$ cat src/rtl/ultrasonido_ctrl.sv
// HC-SR04 ranger controller: periodic trigger, echo-width to centimetres, presence flag.
// Latency: the result registers one cycle after echo_s falls. There is no backpressure, and valid is a single-cycle pulse.
// ULTRA_FILTER_EN: distancia changes only after FILTER_N agreeing results.
module ultrasonido_ctrl #(
    parameter int TRIG_CYCLES   = 500,
    parameter int PERIOD_CYCLES = 3000000,
    parameter int ECHO_TIMEOUT  = 1500000,
    parameter int CM_DIV        = 2900,
    parameter int THRESH_CM     = 20,
    parameter int DIST_BITS     = 9
) (
    input  logic                 clk,
    input  logic                 reset,
    input  logic                 echo,
    output logic                 trigger,
    output logic                 distancia,
    output logic [DIST_BITS-1:0] dist_cm,
    output logic                 valid,
    output logic                 timeout
);
    localparam int CW = $clog2(PERIOD_CYCLES + ECHO_TIMEOUT + TRIG_CYCLES + 1);
    localparam int SW = $clog2(CM_DIV + 1);

    typedef enum logic [1:0] {TRIG, WAIT_RISE, MEASURE, HOLD} state_t;

    state_t               state, state_n;
    logic                 echo_m, echo_s;
    logic [CW-1:0]        cnt, cnt_n, period_cnt;
    logic [SW-1:0]        sub_cnt, sub_n, step_sub;
    logic [DIST_BITS-1:0] cm_acc, acc_n, step_acc;
    logic                 rec_ok, rec_to, raw_far;

    // One echo-high cycle: advance the sub-counter, carry into the saturating cm count.
    always_comb begin
        step_sub = sub_cnt + 1'b1;
        step_acc = cm_acc;
        if (sub_cnt == SW'(CM_DIV - 1)) begin
            step_sub = '0;
            if (cm_acc != '1) step_acc = cm_acc + 1'b1;
        end
    end

    always_comb begin
        state_n = state;
        cnt_n   = cnt + 1'b1;
        sub_n   = sub_cnt;
        acc_n   = cm_acc;
        rec_ok  = 1'b0;
        rec_to  = 1'b0;
        case (state)
            TRIG: begin
                // After reset the trigger register is still low for one cycle; count only high cycles.
                if (!trigger) begin
                    cnt_n = '0;
                end else if (cnt == CW'(TRIG_CYCLES - 1)) begin
                    state_n = WAIT_RISE;
                    cnt_n   = '0;
                end
            end
            WAIT_RISE: begin
                if (echo_s) begin
                    state_n = MEASURE;
                    cnt_n   = CW'(1);
                    sub_n   = step_sub;
                    acc_n   = step_acc;
                end else if (cnt == CW'(ECHO_TIMEOUT)) begin
                    rec_to  = 1'b1;
                    state_n = HOLD;
                end
            end
            MEASURE: begin
                if (!echo_s) begin
                    rec_ok  = 1'b1;
                    state_n = HOLD;
                end else if (cnt == CW'(ECHO_TIMEOUT)) begin
                    rec_to  = 1'b1;
                    state_n = HOLD;
                end else begin
                    sub_n = step_sub;
                    acc_n = step_acc;
                end
            end
            HOLD: begin
                cnt_n = '0;
                if (period_cnt == CW'(PERIOD_CYCLES - 1) && !echo_s) begin
                    state_n = TRIG;
                    sub_n   = '0;
                    acc_n   = '0;
                end
            end
            default: state_n = TRIG;
        endcase
    end

    always_ff @(posedge clk) begin
        if (!reset) begin
            echo_m     <= 1'b0;
            echo_s     <= 1'b0;
            state      <= TRIG;
            cnt        <= '0;
            sub_cnt    <= '0;
            cm_acc     <= '0;
            period_cnt <= '0;
            trigger    <= 1'b0;
            dist_cm    <= '1;
            timeout    <= 1'b0;
            valid      <= 1'b0;
        end else begin
            echo_m  <= echo;
            echo_s  <= echo_m;
            state   <= state_n;
            cnt     <= cnt_n;
            sub_cnt <= sub_n;
            cm_acc  <= acc_n;
            trigger <= (state_n == TRIG);
            if (state_n == TRIG && !trigger) begin
                period_cnt <= '0;
            end else if (period_cnt != CW'(PERIOD_CYCLES - 1)) begin
                period_cnt <= period_cnt + 1'b1;
            end
            valid <= rec_ok | rec_to;
            if (rec_ok) begin
                dist_cm <= cm_acc;
                timeout <= 1'b0;
            end else if (rec_to) begin
                dist_cm <= '1;
                timeout <= 1'b1;
            end
        end
    end

    assign raw_far = rec_to | (cm_acc >= DIST_BITS'(THRESH_CM));

`ifdef ULTRA_FILTER_EN
    localparam int FILTER_N = 3;
    logic [1:0] agree;

    always_ff @(posedge clk) begin
        if (!reset) begin
            distancia <= 1'b1;
            agree     <= '0;
        end else if (rec_ok | rec_to) begin
            if (raw_far == distancia) begin
                agree <= '0;
            end else if (agree == 2'(FILTER_N - 1)) begin
                distancia <= raw_far;
                agree     <= '0;
            end else begin
                agree <= agree + 1'b1;
            end
        end
    end
`else
    always_ff @(posedge clk) begin
        if (!reset) begin
            distancia <= 1'b1;
        end else if (rec_ok | rec_to) begin
            distancia <= raw_far;
        end
    end
`endif

endmodule

$ cat config.mk
export PLATFORM = sky130hd
export DESIGN_NAME = ultrasonido_ctrl
export DESIGN_NICKNAME = d
export VERILOG_FILES = /design/src/rtl/ultrasonido_ctrl.sv
export SDC_FILE = /design/constraint.sdc
export NUM_CORES = 1
export LEC_CHECK = 0
export CAP_MARGIN = 15
export CORE_ASPECT_RATIO = 1.4
export CORE_MARGIN = 5
export CORE_UTILIZATION = 55
export CTS_BUF_LIST = sky130_fd_sc_hd__clkbuf_8 sky130_fd_sc_hd__clkbuf_16
export CTS_CLUSTER_SIZE = 16
export DETAILED_ROUTE_END_ITERATION = 8
export HOLD_SLACK_MARGIN = 0.1
export PLACE_DENSITY_LB_ADDON = 0.25
export SYNTH_ARGS = -nofsm -noshare
export SYNTH_HDL_FRONTEND = slang
export SYNTH_SLANG_ARGS = --single-unit
export TNS_END_PERCENT = 20
$ cat constraint.sdc
create_clock -name clk -period 3.55 [get_ports clk]
set_clock_uncertainty 0.15 [all_clocks]
set_input_delay 0.71 -clock clk [delete_from_list [all_inputs] [get_ports clk]]
set_output_delay 0.71 -clock clk [all_outputs]
set_load 0.02 [all_outputs]
# Yosys cells after proc, flatten, opt, wreduce, memory -nomap -nowiden
# Cells that the tools add are included.
[totals] elab_cells=76 register_bits=84 output_inout_bits=13 in_bits=3
[classes] n_addsub=4 n_mux=32 n_eq_ne=13 n_lt_le_gt_ge=1 bitwise_logic=3 n_reduce_logical=11
[op_table] cell="9-bit 2-to-1 mux" count=8
[op_table] cell="23-bit 2-to-1 mux" count=3
[op_table] cell="23-bit case mux with 3 select lines" count=1
[op_table] cell="12-bit 2-to-1 mux" count=5
[op_table] cell="23-bit by 1-bit adder with 23-bit output (second input constant)" count=2
[op_table] cell="12-bit case mux with 3 select lines" count=1
[op_table] cell="9-bit case mux with 3 select lines" count=1
[op_table] cell="23-bit by 21-bit == test with 1-bit output (second input constant)" count=1
[op_table] cell="23-bit by 22-bit == test with 1-bit output (second input constant)" count=1
[op_table] cell="23-bit by 9-bit == test with 1-bit output (second input constant)" count=1
[op_table] cell="23-bit by 22-bit inequality test with 1-bit output (second input constant)" count=1
[op_table] cell="12-bit by 1-bit adder with 12-bit output (second input constant)" count=1
[op_table] cell="12-bit == test (second input constant)" count=1
[op_table] cell="2-bit 2-to-1 mux" count=6
[op_table] cell="9-bit by 1-bit adder with 9-bit output (second input constant)" count=1
[op_table] cell="9-bit by 5-bit greater-or-equal comparator with 1-bit output (second input constant)" count=1
[op_table] cell="9-bit inequality test (second input constant)" count=1
[op_table] cell="2-bit inequality test (second input constant)" count=4
[op_table] cell="2-bit case mux with 4 select lines" count=1
[op_table] cell="1-bit 2-to-1 mux" count=5
[op_table] cell="5-bit AND reduction" count=1
[op_table] cell="2-bit == test (second input constant)" count=2
[op_table] cell="2-bit logical NOT" count=2
[op_table] cell="2-bit OR reduction" count=2
[op_table] cell="8 further kinds" count=11

# Depth between registers and ports, before layout
[depth] depth_word=7 ltp_mapped=9 mapped_depth_nobuf=8

# Least setup slack after synthesis
# No wires, ideal clock.
[synth_path] path_kind="register to register" startpoint="register state[0]" endpoint="register sub_cnt[7]" stages_incl_launch_ff=9 path_slack_ns=0.994 synth_period_minus_slack_ns=2.556 required_time_ns=3.314 setup_ns=0.086 arrival_time_ns=2.320 n_path_buf=1 path_cell_list="dfxtp_1 > inv_1 > ha_1 > or4b_2 > nor4_2 > buf_2 > nand4_1 > a21o_1 > a211oi_1"
[synth_between] elab_chain_len=3 elab_cells_between_ends=10 cone_classes="eq/ne (7); mux (1); reduce/logical (2)"
[synth_lines] element="from (decl)" line_no="26" rtl="state_t state, state_n;"
[synth_lines] element="from (signal assigned)" line_no="111" rtl="state <= state_n;"
[synth_lines] element="2-bit == test / 2-bit by 1-bit == test with 1-bit output (equally long branches)" line_no="50" rtl="case (state)"
[synth_lines] element="2-bit inequality test (no source line) / 3-bit nonzero test (equally long branches)"
[synth_lines] element="5-bit AND reduction (no source line)"
[synth_lines] element="to (signal assigned)" line_no="113" rtl="sub_cnt <= sub_n;"
[synth_lines] element="to (decl)" line_no="29" rtl="logic [SW-1:0] sub_cnt, sub_n, step_sub;"
# Several ways; a longest one is shown, not always the timed one.
# A chain may end at the register's enable or synchronous reset.

# Worst setup path in the final report
[layout_path] startpoint="register state[0]" endpoint="register sub_cnt[5]"
# Same word-level chain as after synthesis.

==> summary by stage <==
Clocking
Counting along the longest clock path gives a buffer depth of 2. The maximum level of the CTS H-tree is 3. After clock tree synthesis, the clock-pin slew on the worst setup and hold paths is 0.07 ns. The tree built by TritonCTS fans out to 84 sinks. The master cell of the clock root buffer is sky130_fd_sc_hd__clkbuf_16. The number of buffers created by CTS is 9. The number of buffers added to fix hold violations after cts is 0. The later pin in the worst-skew pair is clocked with a latency of 0.35 ns. TritonCTS built the clock tree. The number of setup buffers added after CTS is 0. The number of gates given a new drive strength after cts is 0.

Drt
The total via count in the routed design is 3,954. The first-pass detailed-route iteration total is 4. The count of routing violations after the opening detailed-route iteration is 169. After detailed routing, the total wire length is 10,400 um. The detailed-route vias per instance is 6.06. The count of nets left with antenna violations after detail routing is 0. Dividing the detail-routed wire length by the instance count gives 15.9 um. The total DRC errors in the routed layout is 0.

Global route
The leftover overflow at the end of global routing is 0. Global routing consumed, over all layers together, 21.2% of the routing resources. The largest net degree at the start of global routing is 41. The initial antenna violation count came to 0. The number of global-route vias before repair came to 3,839. The first-pass GRT wire length is 18,000 um.

STA
The transition time at the pin with the least slew margin is 0.960 ns. The tightest slew margin relative to the limit is 35.4%. The fmax is 323 MHz. The number of hold-slack violations in the final timing report came to 0. Setup violations remaining at the end of the flow were counted as 0. Dividing the final minimum period by the clock period gives 87.1%. Setup repair after global routing left no endpoint under its margin.

The final max-slew violation count is 0. After layout, the minimum clock period comes to 3.09 ns. The worst hold slack across all endpoints is 0.279 ns.

The accumulated negative setup slack is 0 ns.

Synthesis
The synthesized netlist occupies a cell area of 4600 um^2. The cell taking the most area after synthesis is sky130_fd_sc_hd__dfxtp_1. The mean area per synthesized cell is 8.54 um^2. The number of nets produced by synthesis is 553. Synthesis handed over a netlist of 539 instances. By area the synthesized netlist is led by sky130_fd_sc_hd__dfxtp_1 (37%), sky130_fd_sc_hd__a211oi_1 (5.1%), sky130_fd_sc_hd__nand3_1 (4.5%), sky130_fd_sc_hd__xor2_1 (4.4%), sky130_fd_sc_hd__xnor2_1 (3.6%). The most frequent cell after synthesis is sky130_fd_sc_hd__dfxtp_1. Counting distinct cell types in the post-synthesis netlist gives 61. By count the netlist is led by sky130_fd_sc_hd__dfxtp_1 (84), sky130_fd_sc_hd__nand2_1 (42), sky130_fd_sc_hd__nand3_1 (41), sky130_fd_sc_hd__nor2_1 (41), sky130_fd_sc_hd__a211oi_1 (31). The top cell type by area accounts for 36.6% of the synthesized area. For this run, the number of Yosys warnings is 0.

The most used flip-flop cell after synthesis is sky130_fd_sc_hd__dfxtp_1. The number of flops mapped to enable cells by yosys is 0. For this run, asynchronously set or reset flops after synthesis account for 0%. The register area share after synthesis is 36.6%. After synthesis the netlist holds a flip-flop and latch count of 84.

Worst setup path
The element type at the critical path start is a register. STA puts the critical path data required time at 3.60 ns. The endpoint arrival time on the critical path is 3.15 ns. On the worst path, the slowest cell contributes a delay of 0.69 ns. The slowest stage cell on the critical path is sky130_fd_sc_hd__or4b_2. The internal reg-to-reg setup slack is 0.46 ns. The count of buffering cells on the critical path with inverters included is 2. Walking the worst path, the cells encountered are inv_1 -> ha_1 -> or4b_2 -> nor4_2 -> nand2_1 -> a21oi_1 -> buf_4 -> a211oi_1.

The worst setup path is captured at a register. The cell family contributing the most delay on the critical path is simple AND/OR/NAND/NOR gates. The maximum fanout count along the critical path is 15. The critical setup path kind is reg -> reg.

Placed design
Port buffering added 15 buffers. The wire-length estimate of the detail-placed layout is 6930 um. The placed cell area is 4820 um^2. At the end of routability-driven placement, the weighted congestion stood at 0.882.

Pwr
The part of the total power dissipated in sequential elements is 47.5%. IR analysis of the VDD net gives a maximum drop of 0.000350 V. In this run the power density over the cells is 397 nW/um^2. The analysis attributes to cell leakage a power of 1.60 nW. The combinational share of power is 5.5%. In this run switching power makes up 23.6% of total power. The internal power of the cells totals 0.00155 W. The power share of the clock group is 47.0%. The overall power after layout is 0.00203 W. The analysis attributes to net switching a power of 0.000479 W.

Cells and area
The signed area change from the synthesized netlist to the final layout is 11.3%. Once layout is done, the placed cells without fillers occupy 5120 um^2. The number of antenna diodes in the final layout is 0.

In the final layout, the share of cells above drive strength 1 is 8.17%. Once layout is complete, the utilization of the core stands at 62.8%. The number of nets in the finished design is 560.

Floorplanning
In this run the count of I/O pins placed on the die edge is 16. The floorplan die height is 118 um. The standard cell core area is 8150 um^2. The starting density of the core is 56.5%. After floorplanning, the core was divided into 39 placement rows. The die outline area is 10,300 um^2.

The die span in x is 87.3 um.

Run status
The run finished with clean final reports.

Run
Max-cap violations in this run came to 0.

Min path
The path class of the tightest hold or removal check is reg -> reg.
==> state kept, by name (all words and copies together) (netlist names) <==
name	flops
echo_s	1
trigger	1
cm_acc	9
distancia	1
dist_cm	9
echo_m	1
valid	1
state	2
sub_cnt	12
period_cnt	23
timeout	1
cnt	23
==> cell type report <==
| class | instances | area, um^2 |
|---|---|---|
| clock buffer | 10 | 239 |
| clock inverter | 6 | 63.8 |
| fill | 690 | 3030 |
| inverter | 22 | 82.6 |
| multi-input combinational | 404 | 2700 |
| sequential | 84 | 1680 |
| tap | 102 | 128 |
| timing repair buffer | 25 | 225 |
==> cells by family after synthesis <==
kind of cell,synth area share [%]
fa+ha+maj,2.99
buf+inv,4.87
compound gates,19.8
simple gates,26.5
mux,1.31
xor+xnor,8.00
flops,36.6
==> path summary, 6_finish.rpt <==
| check | startpoint | to | depth (start not counted) |
|---|---|---|---|
| setup / recovery | state[0] | sub_cnt[5] | 8 |
| hold / removal | echo_m | echo_s | 1 |
| setup reg to reg | state[0] | sub_cnt[5] | 8 |
| hold reg to reg | echo_m | echo_s | 1 |
==> power by group through the flow <==
stage / registers, W / logic (W) / clock network (W)
finish: 0.000966 / 0.000112 / 0.000954
global route: 0.000966 / 0.000125 / 0.00101
CTS: 0.000965 / 0.000112 / 0.000967
detailed placement: 0.000986 / 0.000111 / 0
global placement: 0.000985 / 0.000109 / 0
floorplan: 0.000983 / 0.0000803 / 0
==> layout by cell type (no fill, tap or decap), types with 3 or more instances in the layout <==
master | Yosys | final
sky130_fd_sc_hd__and3_1 | 12 | 12
sky130_fd_sc_hd__nand4b_1 | 3 | 3
sky130_fd_sc_hd__o21bai_1 | 9 | 9
sky130_fd_sc_hd__and2_1 | 6 | 6
sky130_fd_sc_hd__xnor2_1 | 19 | 19
sky130_fd_sc_hd__clkdlybuf4s50_1 | 0 | 15
sky130_fd_sc_hd__o21ai_0 | 5 | 5
sky130_fd_sc_hd__nor2b_1 | 3 | 3
sky130_fd_sc_hd__o2111ai_1 | 5 | 5
sky130_fd_sc_hd__nor4_2 | 2 | 3
sky130_fd_sc_hd__o211ai_1 | 6 | 6
sky130_fd_sc_hd__a21o_1 | 18 | 18
sky130_fd_sc_hd__nand2_1 | 42 | 42
sky130_fd_sc_hd__xor2_1 | 23 | 23
sky130_fd_sc_hd__nor2_1 | 41 | 41
sky130_fd_sc_hd__buf_4 | 1 | 10
sky130_fd_sc_hd__inv_1 | 22 | 22
sky130_fd_sc_hd__or4b_2 | 3 | 3
sky130_fd_sc_hd__nor4_1 | 4 | 3
sky130_fd_sc_hd__nand4_1 | 22 | 22
sky130_fd_sc_hd__a21oi_1 | 20 | 20
sky130_fd_sc_hd__a211o_1 | 4 | 4
sky130_fd_sc_hd__nand2b_1 | 11 | 11
sky130_fd_sc_hd__nor3_1 | 10 | 10
sky130_fd_sc_hd__ha_1 | 11 | 11
sky130_fd_sc_hd__or3_1 | 4 | 4
sky130_fd_sc_hd__and4_1 | 4 | 4
sky130_fd_sc_hd__dfxtp_1 | 84 | 84
sky130_fd_sc_hd__a211oi_1 | 31 | 31
sky130_fd_sc_hd__nand3_1 | 41 | 41
sky130_fd_sc_hd__clkbuf_16 | 0 | 9
sky130_fd_sc_hd__mux2i_1 | 6 | 6
sky130_fd_sc_hd__o21a_1 | 3 | 3
==> metal layers <==
layer / part of all wire [%] / up-vias / track usage (%)
met5: 0 / - / 0
met4: 1.8 / 0 / 8.54
met3: 3.2 / 15 / 4.80
met2: 53 / 64 / 36.2
met1: 42 / 1894 / 25.1
li1: - / 1981 / -
==> metrics by stage <==
stage | instances | setup slack [ns]
final | 653 | 0.458
after global routing | 653 | 0.230
after CTS | 653 | 0.496
after detailed placement | 637 | 0.534
after global placement | 637 | 0.595
after floorplan | 539 | 0.994
Note: power is estimated with default switching activity, not from simulation.
